--- src/rtl/me_pkg.sv ---
// Shared constants and FSM state type for the motion-estimation current-block load path.
// Word geometry: two pixels per buffer word, 16 words per 32-pixel row, 512 words per block.
package me_pkg;
   localparam int PIXEL         = 8;
   localparam int BLK_DIM       = 32;
   localparam int WORDS_PER_ROW = BLK_DIM / 2;
   localparam int WORDS_PER_BLK = BLK_DIM * BLK_DIM / 2;
   localparam int CB_W          = 3;
   localparam int IDX_W         = $clog2(WORDS_PER_BLK);
   localparam int ADDR_W        = CB_W + IDX_W;

   typedef enum logic [1:0] {
      IDLE  = 2'd0,
      FETCH = 2'd1,
      DRAIN = 2'd2,
      SWAP  = 2'd3
   } state_t;
endpackage

--- src/rtl/curr_blk_feeder.sv ---
// Streams one 32x32 current block from the buffer to the PE array, 2 pixels/clk, then pulses change_curr.
// Latency: first pair 2 cycles after start, swap pulse 514 cycles after start with no hold.
// Backpressure: hold blocks new reads only; issued reads always emit. Optional CURR_BLK_FEEDER_STALL_CNT_EN adds stall_cnt.
module curr_blk_feeder
   import me_pkg::*;
(
   input  logic                clk,
   input  logic                rst,
   input  logic                start,
   input  logic [CB_W-1:0]     cb_id,
   input  logic                hold,
   output logic                mem_rd_en,
   output logic [ADDR_W-1:0]   mem_addr,
   input  logic [2*PIXEL-1:0]  mem_rd_data,
   output logic [2*PIXEL-1:0]  current_2pixels,
   output logic                in_curr_enable,
   output logic [CB_W-1:0]     CB_select,
   output logic                change_curr,
   output logic                busy,
`ifdef CURR_BLK_FEEDER_STALL_CNT_EN
   output logic [15:0]         stall_cnt,
`endif
   output logic                done
);

   state_t             r_state;
   state_t             w_state_nxt;
   logic [CB_W-1:0]    r_cb_q;
   logic [IDX_W-1:0]   r_word_idx;
   logic               r_rd_d;
   logic [2*PIXEL-1:0] r_pix;
   logic               w_accept;
   logic               w_rd;
   logic               w_last_rd;

   always_comb begin
      w_state_nxt = r_state;
      w_accept    = 1'b0;
      w_rd        = 1'b0;
      w_last_rd   = 1'b0;
      case (r_state)
         IDLE: begin
            if (start) begin
               w_accept    = 1'b1;
               w_state_nxt = FETCH;
            end
         end
         FETCH: begin
            w_rd      = ~hold;
            w_last_rd = w_rd && (r_word_idx == IDX_W'(WORDS_PER_BLK - 1));
            if (w_last_rd) begin
               w_state_nxt = DRAIN;
            end
         end
         DRAIN:   w_state_nxt = SWAP;
         SWAP:    w_state_nxt = IDLE;
         default: w_state_nxt = IDLE;
      endcase
   end

   always_ff @(posedge clk) begin
      if (rst) begin
         r_state    <= IDLE;
         r_cb_q     <= '0;
         r_word_idx <= '0;
         r_rd_d     <= 1'b0;
         r_pix      <= '0;
      end else begin
         r_state <= w_state_nxt;
         r_rd_d  <= w_rd;
         if (w_accept) begin
            r_cb_q     <= cb_id;
            r_word_idx <= '0;
         end else if (w_rd && !w_last_rd) begin
            // Index parks on the last word; only a new start rewinds it.
            r_word_idx <= r_word_idx + IDX_W'(1);
         end
         if (r_rd_d) begin
            r_pix <= mem_rd_data;
         end
      end
   end

`ifdef CURR_BLK_FEEDER_STALL_CNT_EN
   logic [15:0] r_stall_cnt;

   always_ff @(posedge clk) begin
      if (rst || w_accept) begin
         r_stall_cnt <= '0;
      end else if (r_state == FETCH && hold && r_stall_cnt != 16'hFFFF) begin
         r_stall_cnt <= r_stall_cnt + 16'd1;
      end
   end

   assign stall_cnt = r_stall_cnt;
`endif

   // Read data arrives in the enable cycle itself; r_pix keeps the last pair between beats.
   assign current_2pixels = r_rd_d ? mem_rd_data : r_pix;
   assign in_curr_enable  = r_rd_d;
   assign mem_rd_en       = w_rd;
   assign mem_addr        = {r_cb_q, r_word_idx};
   assign CB_select       = r_cb_q;
   assign change_curr     = (r_state == SWAP);
   assign done            = (r_state == SWAP);
   assign busy            = (r_state != IDLE);

endmodule

--- config.mk ---
export PLATFORM = sky130hd
export DESIGN_NAME = curr_blk_feeder
export DESIGN_NICKNAME = d
export VERILOG_FILES = /design/src/rtl/me_pkg.sv /design/src/rtl/curr_blk_feeder.sv
export SDC_FILE = /design/constraint.sdc
export NUM_CORES = 1
export LEC_CHECK = 0
export CAP_MARGIN = 20
export CORE_UTILIZATION = 45
export CTS_CLUSTER_SIZE = 30
export DETAILED_ROUTE_END_ITERATION = 16
export GPL_ROUTABILITY_DRIVEN = 0
export PLACE_DENSITY_LB_ADDON = 0.05
export SYNTH_ARGS = -nofsm -noshare
export SYNTH_HDL_FRONTEND = slang
export SYNTH_SLANG_ARGS = --single-unit
--- constraint.sdc ---
create_clock -name clk -period 3.8 [get_ports clk]
set_clock_uncertainty 0.1 [all_clocks]
set_input_delay 0.76 -clock clk [delete_from_list [all_inputs] [get_ports clk]]
set_output_delay 0.76 -clock clk [all_outputs]
set_load 0.02 [all_outputs]
==> flow_summary_export.csv, run 1 <==
group,metric,value,unit
finish,fin_util,71.6,%
clock_network,h-tree-depth,2,
sta,hold_violations,0,
clock_network,ctsResizeCount,0,
critical_path,reg2reg_depth,8,
critical_path,end_kind,"output pin",
routing,ant_nets,0,
clock_network,numCtsBuffers,5,
floorplan,fp.coreArea,2830,um^2
routing,drtIter0Drc,37,
sta,fin_crit,3040,ps
yosys,yosys-top-cells-area,"dfxtp_1, mux2_2, nor2b_1",
critical_path,cp_cell_sequence,"clkdlybuf4s50_1 > nand2b_2 > inv_1 > clkdlybuf4s50_1",
yosys,ys_seq_area_share,44.7,%
clock_network,path_clk_slew,90,ps
critical_path,crit_family,"buffers and inverters",
sta,slew_violations,0,
floorplan,die_h,57.5,um
finish,area_growth_syn_to_layout,46.0,%
sta,fmax,0.329,GHz
critical_path,cp.depth,4,
critical_path,crit_required,2940,ps
global_route,grt_max_degree,24,
sta,fin_setup_tns,0,ps
clock_network,holdBufCountCts,0,
critical_path,criticalPathCategory,"in2out",
yosys,synth_nets,166,
critical_path,r2r_start,"r_word_idx[0]",
yosys,ys_types,28,
sta,tightest_slew,805,ps
routing,drc,4,
pwr,peakVddDrop,0.000462,V
clock_network,clock-sinks,31,
hold_path,min_path_type,"reg2reg",
yosys,yosys.area.top_type,"dfxtp_1",
routing,vias,1123,
critical_path,critPathBufInv,3,
global_route,antenna_found_initial,0,
finish,design_area,2030,um^2
clock_network,insertion_delay,320,ps
global_route,grt_pass1_vias,1082,
hold_path,whs_path_depth,2,
critical_path,cp_common_cell,"clkdlybuf4s50_1",
finish,layout-drive-gt1-share,13.9,%
critical_path,critPathLaunchType,"primary input",
yosys,syn_area_per_cell,10.2,um^2
floorplan,die_w,57.5,um
floorplan,rows,19,
placement,dpl_cell_area,1960,um^2
placement,dp_hpwl,2130,um
placement,io_buffers,58,
floorplan,die_area,3310,um^2
critical_path,critPathMaxFanout,8,
yosys,synthCells,136,
routing,drt_wl_total,2920,um
clock_network,cts-root-buf,"clkbuf_4",
routing,vias_per_cell,4.99,
critical_path,slowest_delay,590,ps
hold_path,hold_start,"CB_select[0]",
floorplan,pin_count,59,
finish,antenna-diode-count,0,
global_route,grt_usage,18.9,%
sta,period_share,79.9,%
critical_path,cp_data_arrival_time,2180,ps
clock_network,post_cts_buffers,0,
yosys,synth_seq_cells,31,
routing,wl_per_cell,13.0,um
yosys,netlist_area,1390,um^2
global_route,grt_pass1_wl,4700,um
sta,rsz0062_at_grt,"no",
routing,firstDrtPassIters,13,
run_status,violations,"DRC",
critical_path,crit_path_start,"hold",
placement,dp_cells,217,
finish,fin_cells,225,
clock_network,cts.path.max_buffers,2,
finish,layout.nets,223,
global_route,grt.overflow.total,0,
flow_run,maxCapViolCount,0,
critical_path,cpMaxStageDelayCell,"clkdlybuf4s50_1",
pwr,pwr_density_cell,502,nW/um^2
sta,whs,378,ps
clock_network,cts_tree,"built",
yosys,synth_top_cell_area_share,44.7,%
floorplan,start_util,49.0,%
run_status,status,"finished, violations left",
sta,maxSlewHeadroom,46.3,%
yosys,yosysWarnings,0,
pwr,p_leak,0.788,nW
sta,setup_viol,0,
logic make-up after synthesis:
logic type | share of synthesized area (%)
multiplexers | 14.8
XOR/XNOR | 3.79
buffers and inverters | 5.23
AO/OA/AOI/OAI | 4.87
flip-flops | 44.7
adder cells (fa/ha/maj) | 6.31
AND/OR/NAND/NOR | 20.3
worst register-to-register path: stages (launching register included):
cell	delay, ps
dfxtp_1	370
ha_1	270
nand3_1	100
nor2_1	50
ha_1	250
nor3b_4	360
nand4_1	170
xor2_1	160
nor2_1	60
state kept, by name (all words and copies together), names as in the netlist:
| name | count |
|---|---|
| CB_select | 3 |
| r_word_idx | 9 |
| in_curr_enable | 1 |
| r_state | 2 |
| r_pix | 16 |
area by class of cell:
| type | instances | area [um^2] |
|---|---|---|
| Clock buffer | 8 | 68.8 |
| Fill cell | 236 | 803 |
| Inverter | 4 | 15.0 |
| Multi-Input combinational cell | 92 | 694 |
| Sequential cell | 31 | 621 |
| Tap cell | 31 | 38.8 |
| Timing Repair Buffer | 59 | 588 |
synthesized netlist by cell type:
cell type / count
nor2b_1: 16
or3_1: 1
nand4_1: 3
nand3_1: 4
a21oi_1: 6
dfxtp_1: 31
a211oi_1: 1
xor2_1: 3
nor3b_4: 1
buf_6: 1
mux2i_1: 1
ha_1: 7
xnor2_1: 3
nor3_1: 2
o21ai_0: 3
inv_1: 4
buf_4: 4
mux2_2: 12
nand2b_1: 2
buf_2: 1
and3_1: 1
nand4b_1: 1
nor2_1: 11
clkbuf_1: 3
a2bb2oi_2: 1
mux2_4: 4
nand2_1: 8
nand2b_2: 1
layout by cell type, fill, tap and decap left out, types with 2 or more instances in the layout:
| cell | n |
|---|---|
| mux2_4 | 4 |
| ha_1 | 7 |
| nand2b_1 | 2 |
| o21ai_0 | 3 |
| nor2_1 | 11 |
| clkdlybuf4s50_1 | 58 |
| clkbuf_4 | 5 |
| xnor2_1 | 3 |
| clkbuf_8 | 2 |
| dfxtp_1 | 31 |
| xor2_1 | 3 |
| a21oi_1 | 6 |
| inv_1 | 4 |
| nor2b_1 | 16 |
| nor3_1 | 2 |
| nand2_1 | 8 |
| nand3_1 | 4 |
| nand4_1 | 3 |
| mux2_2 | 12 |
stage by stage:
stage | setup WS (ps) | total power, mW
global placement | 812 | 0.798
finish | 764 | 1.02
floorplan | 1750 | 0.659
CTS | 740 | 1.03
global route | 668 | 1.08
detailed placement | 775 | 0.812
worst paths after layout:
kind,to,slack [ps]
hold / removal,CB_select[0],380
setup / recovery,mem_rd_en,760
setup reg to reg,r_word_idx[6],1800
hold reg to reg,CB_select[0],380
per-layer routing:
metal | vias up | global-route usage [%] | part of all wire [%]
met5 | - | 0 | 0
met4 | 0 | 8.36 | 1.6
met3 | 7 | 6.80 | 6.6
met2 | 36 | 32.4 | 50
met1 | 515 | 20.9 | 42
li1 | 565 | - | -
power by group:
part / internal (mW) / total [mW] / switching (mW) / leakage, nW
clock: 0.109 / 0.214 / 0.105 / 0.0386
sequential: 0.359 / 0.392 / 0.0331 / 0.251
combinational: 0.213 / 0.411 / 0.198 / 0.498
No activity file was read; power rests on OpenSTA's default activity.
==> run 2: changes to the inputs <==
CORE_UTILIZATION = 42   (was 45)
clock period = 2.8 ns   (was 3.8 ns; I/O delays follow)
==> run 2 against run 1 <==
The run now ends clean. Register-to-register slack lost 930 ps. Via count grew 1.7%. Hold slack is essentially flat. Clock power grew 15%. Final area grew 0.62%. Cell count grew 6.7%. Sequential share of layout area shrank 0.19 points. Die area grew 6.9%. Non-clock buffer count grew 2. Total power grew 32%. Sequential power grew 32%. Setup slack lost 510 ps. Critical endpoint unchanged.
==> flow_summary_export.csv, run 2 (synthesis results as in run 1) <==
group,metric,value,unit
sta,fin_setup_tns,0,ps
finish,layout.nets,225,
clock_network,post_cts_buffers,0,
sta,tightest_slew,359,ps
pwr,peakVddDrop,0.000338,V
finish,largest_reg_flops,16,
pwr,clkPwrFrac,18.3,%
routing,vias,1142,
critical_path,end_kind,"output pin",
placement,dp_hpwl,2120,um
clock_network,ctsResizeCount,0,
sta,period_share,91.0,%
routing,firstDrtPassIters,4,
clock_network,path_clk_slew,90,ps
global_route,grt_pass1_vias,1082,
finish,area_growth_syn_to_layout,46.9,%
finish,final_cell_mix,"clkdlybuf4s50_1, dfxtp_1, nor2b_1",
floorplan,pin_count,59,
global_route,grt_max_degree,23,
critical_path,crit_required,2140,ps
clock_network,cts_tree,"built",
pwr,power_frac_seq,38.6,%
global_route,grt_pass1_wl,4630,um
finish,fill_cells,297,
clock_network,h-tree-depth,2,
global_route,grt_usage,17.7,%
sta,rsz0062_at_grt,"no",
finish,layout-drive-gt1-share,14.3,%
global_route,antenna_found_initial,0,
routing,drt_wl_total,2870,um
critical_path,critPathMaxFanout,3,
clock_network,cts-root-buf,"clkbuf_4",
clock_network,clock-sinks,31,
pwr,pwr_density_cell,658,nW/um^2
pwr,pwr-share-comb,43.0,%
routing,drc,0,
floorplan,die_h,59.5,um
clock_network,cts.path.max_buffers,2,
sta,fin_crit,2550,ps
finish,mostFrequentLayoutCell,"clkdlybuf4s50_1",
floorplan,start_util,44.7,%
sta,slew_violations,0,
floorplan,die_w,59.5,um
hold_path,whs_path_depth,2,
critical_path,criticalPathCategory,"in2out",
clock_network,insertion_delay,320,ps
routing,drtIter0Drc,17,
pwr,switching_share,34.3,%
routing,vias_per_cell,4.76,
global_route,grt.overflow.total,0,
floorplan,fp.coreArea,3100,um^2
pwr,p_switching,460,uW
finish,antenna-diode-count,0,
placement,io_buffers,58,
pwr,p_int,881,uW
floorplan,die_area,3540,um^2
critical_path,cp_data_arrival_time,1890,ps
critical_path,critPathLaunchType,"primary input",
sta,setup_viol,0,
sta,hold_violations,0,
clock_network,holdBufCountCts,0,
flow_run,maxCapViolCount,0,
routing,wl_per_cell,12.0,um
critical_path,reg2reg_depth,8,
floorplan,rows,20,
finish,largest_register,"r_pix",
finish,fin_util,65.7,%
routing,ant_nets,0,
pwr,p_leak,0.788,nW
sta,maxSlewHeadroom,76.1,%
hold_path,min_path_type,"reg2reg",
run_status,status,"complete, no violations",
sta,fmax,0.393,GHz
clock_network,numCtsBuffers,5,
run 2: cell types whose count changed in the layout (fill, tap and decap cells not counted), sizes merged:
cell	change
clkinv	+1
clkbuf	-1
buf	+2
run 2: per-stage QoR:
step | power, mW | instances | instance area, um^2 | hold WS [ps] | setup WS, ps
final | 1.34 | 240 | 2040 | 378 | 253
after global routing | 1.43 | 240 | 2040 | 404 | 194
after CTS | 1.35 | 240 | 2040 | 381 | 244
after detailed placement | 1.11 | 232 | 1990 | 368 | 245
after global placement | 1.10 | 232 | 1990 | 359 | 254
after floorplan | 0.894 | 136 | 1390 | 410 | 937
run 2: worst max-delay path: stages:
cell	delay, ps
clkdlybuf4s50_1	460
nand2b_2	210
inv_1	60
clkdlybuf4s50_1	590
run 2: per-layer routing:
| layer | vias to the layer above | part of all wire (%) | track usage (%) |
|---|---|---|---|
| met1 | 523 | 44 | 20.3 |
| met5 | - | 0 | 0 |
| li1 | 568 | - | - |
| met3 | 8 | 6.9 | 5.46 |
| met2 | 43 | 46 | 29.1 |
| met4 | 0 | 2.1 | 10.2 |
run 2: path summary, 6_finish.rpt:
check / start / endpoint / slack, ps
min: CB_select[0] / CB_select[0] / 380
max: hold / mem_rd_en / 250
min reg2reg: CB_select[0] / CB_select[0] / 380
max reg2reg: r_word_idx[0] / r_word_idx[7] / 870
run 2: final cells by class:
| class | instances | area, um^2 | area share, % |
|---|---|---|---|
| multi-input cells | 92 | 694 | 34.1 |
| flip-flops and latches | 31 | 621 | 30.4 |
| repair buffers | 61 | 603 | 29.6 |
| well taps | 44 | 55.1 | 2.70 |
| clock buffers | 7 | 45.0 | 2.21 |
| inverters | 4 | 15.0 | 0.737 |
| clock inverters | 1 | 5.00 | 0.246 |
run 2: power by group through the flow:
stage / Combinational, mW / Clock, mW / Sequential (mW)
5_1_grt: 0.626 / 0.280 / 0.525
3_3_place_gp: 0.571 / 0 / 0.525
2_1_floorplan: 0.355 / 0 / 0.539
6_report: 0.577 / 0.246 / 0.518
3_5_place_dp: 0.579 / 0 / 0.529
4_1_cts: 0.582 / 0.251 / 0.518
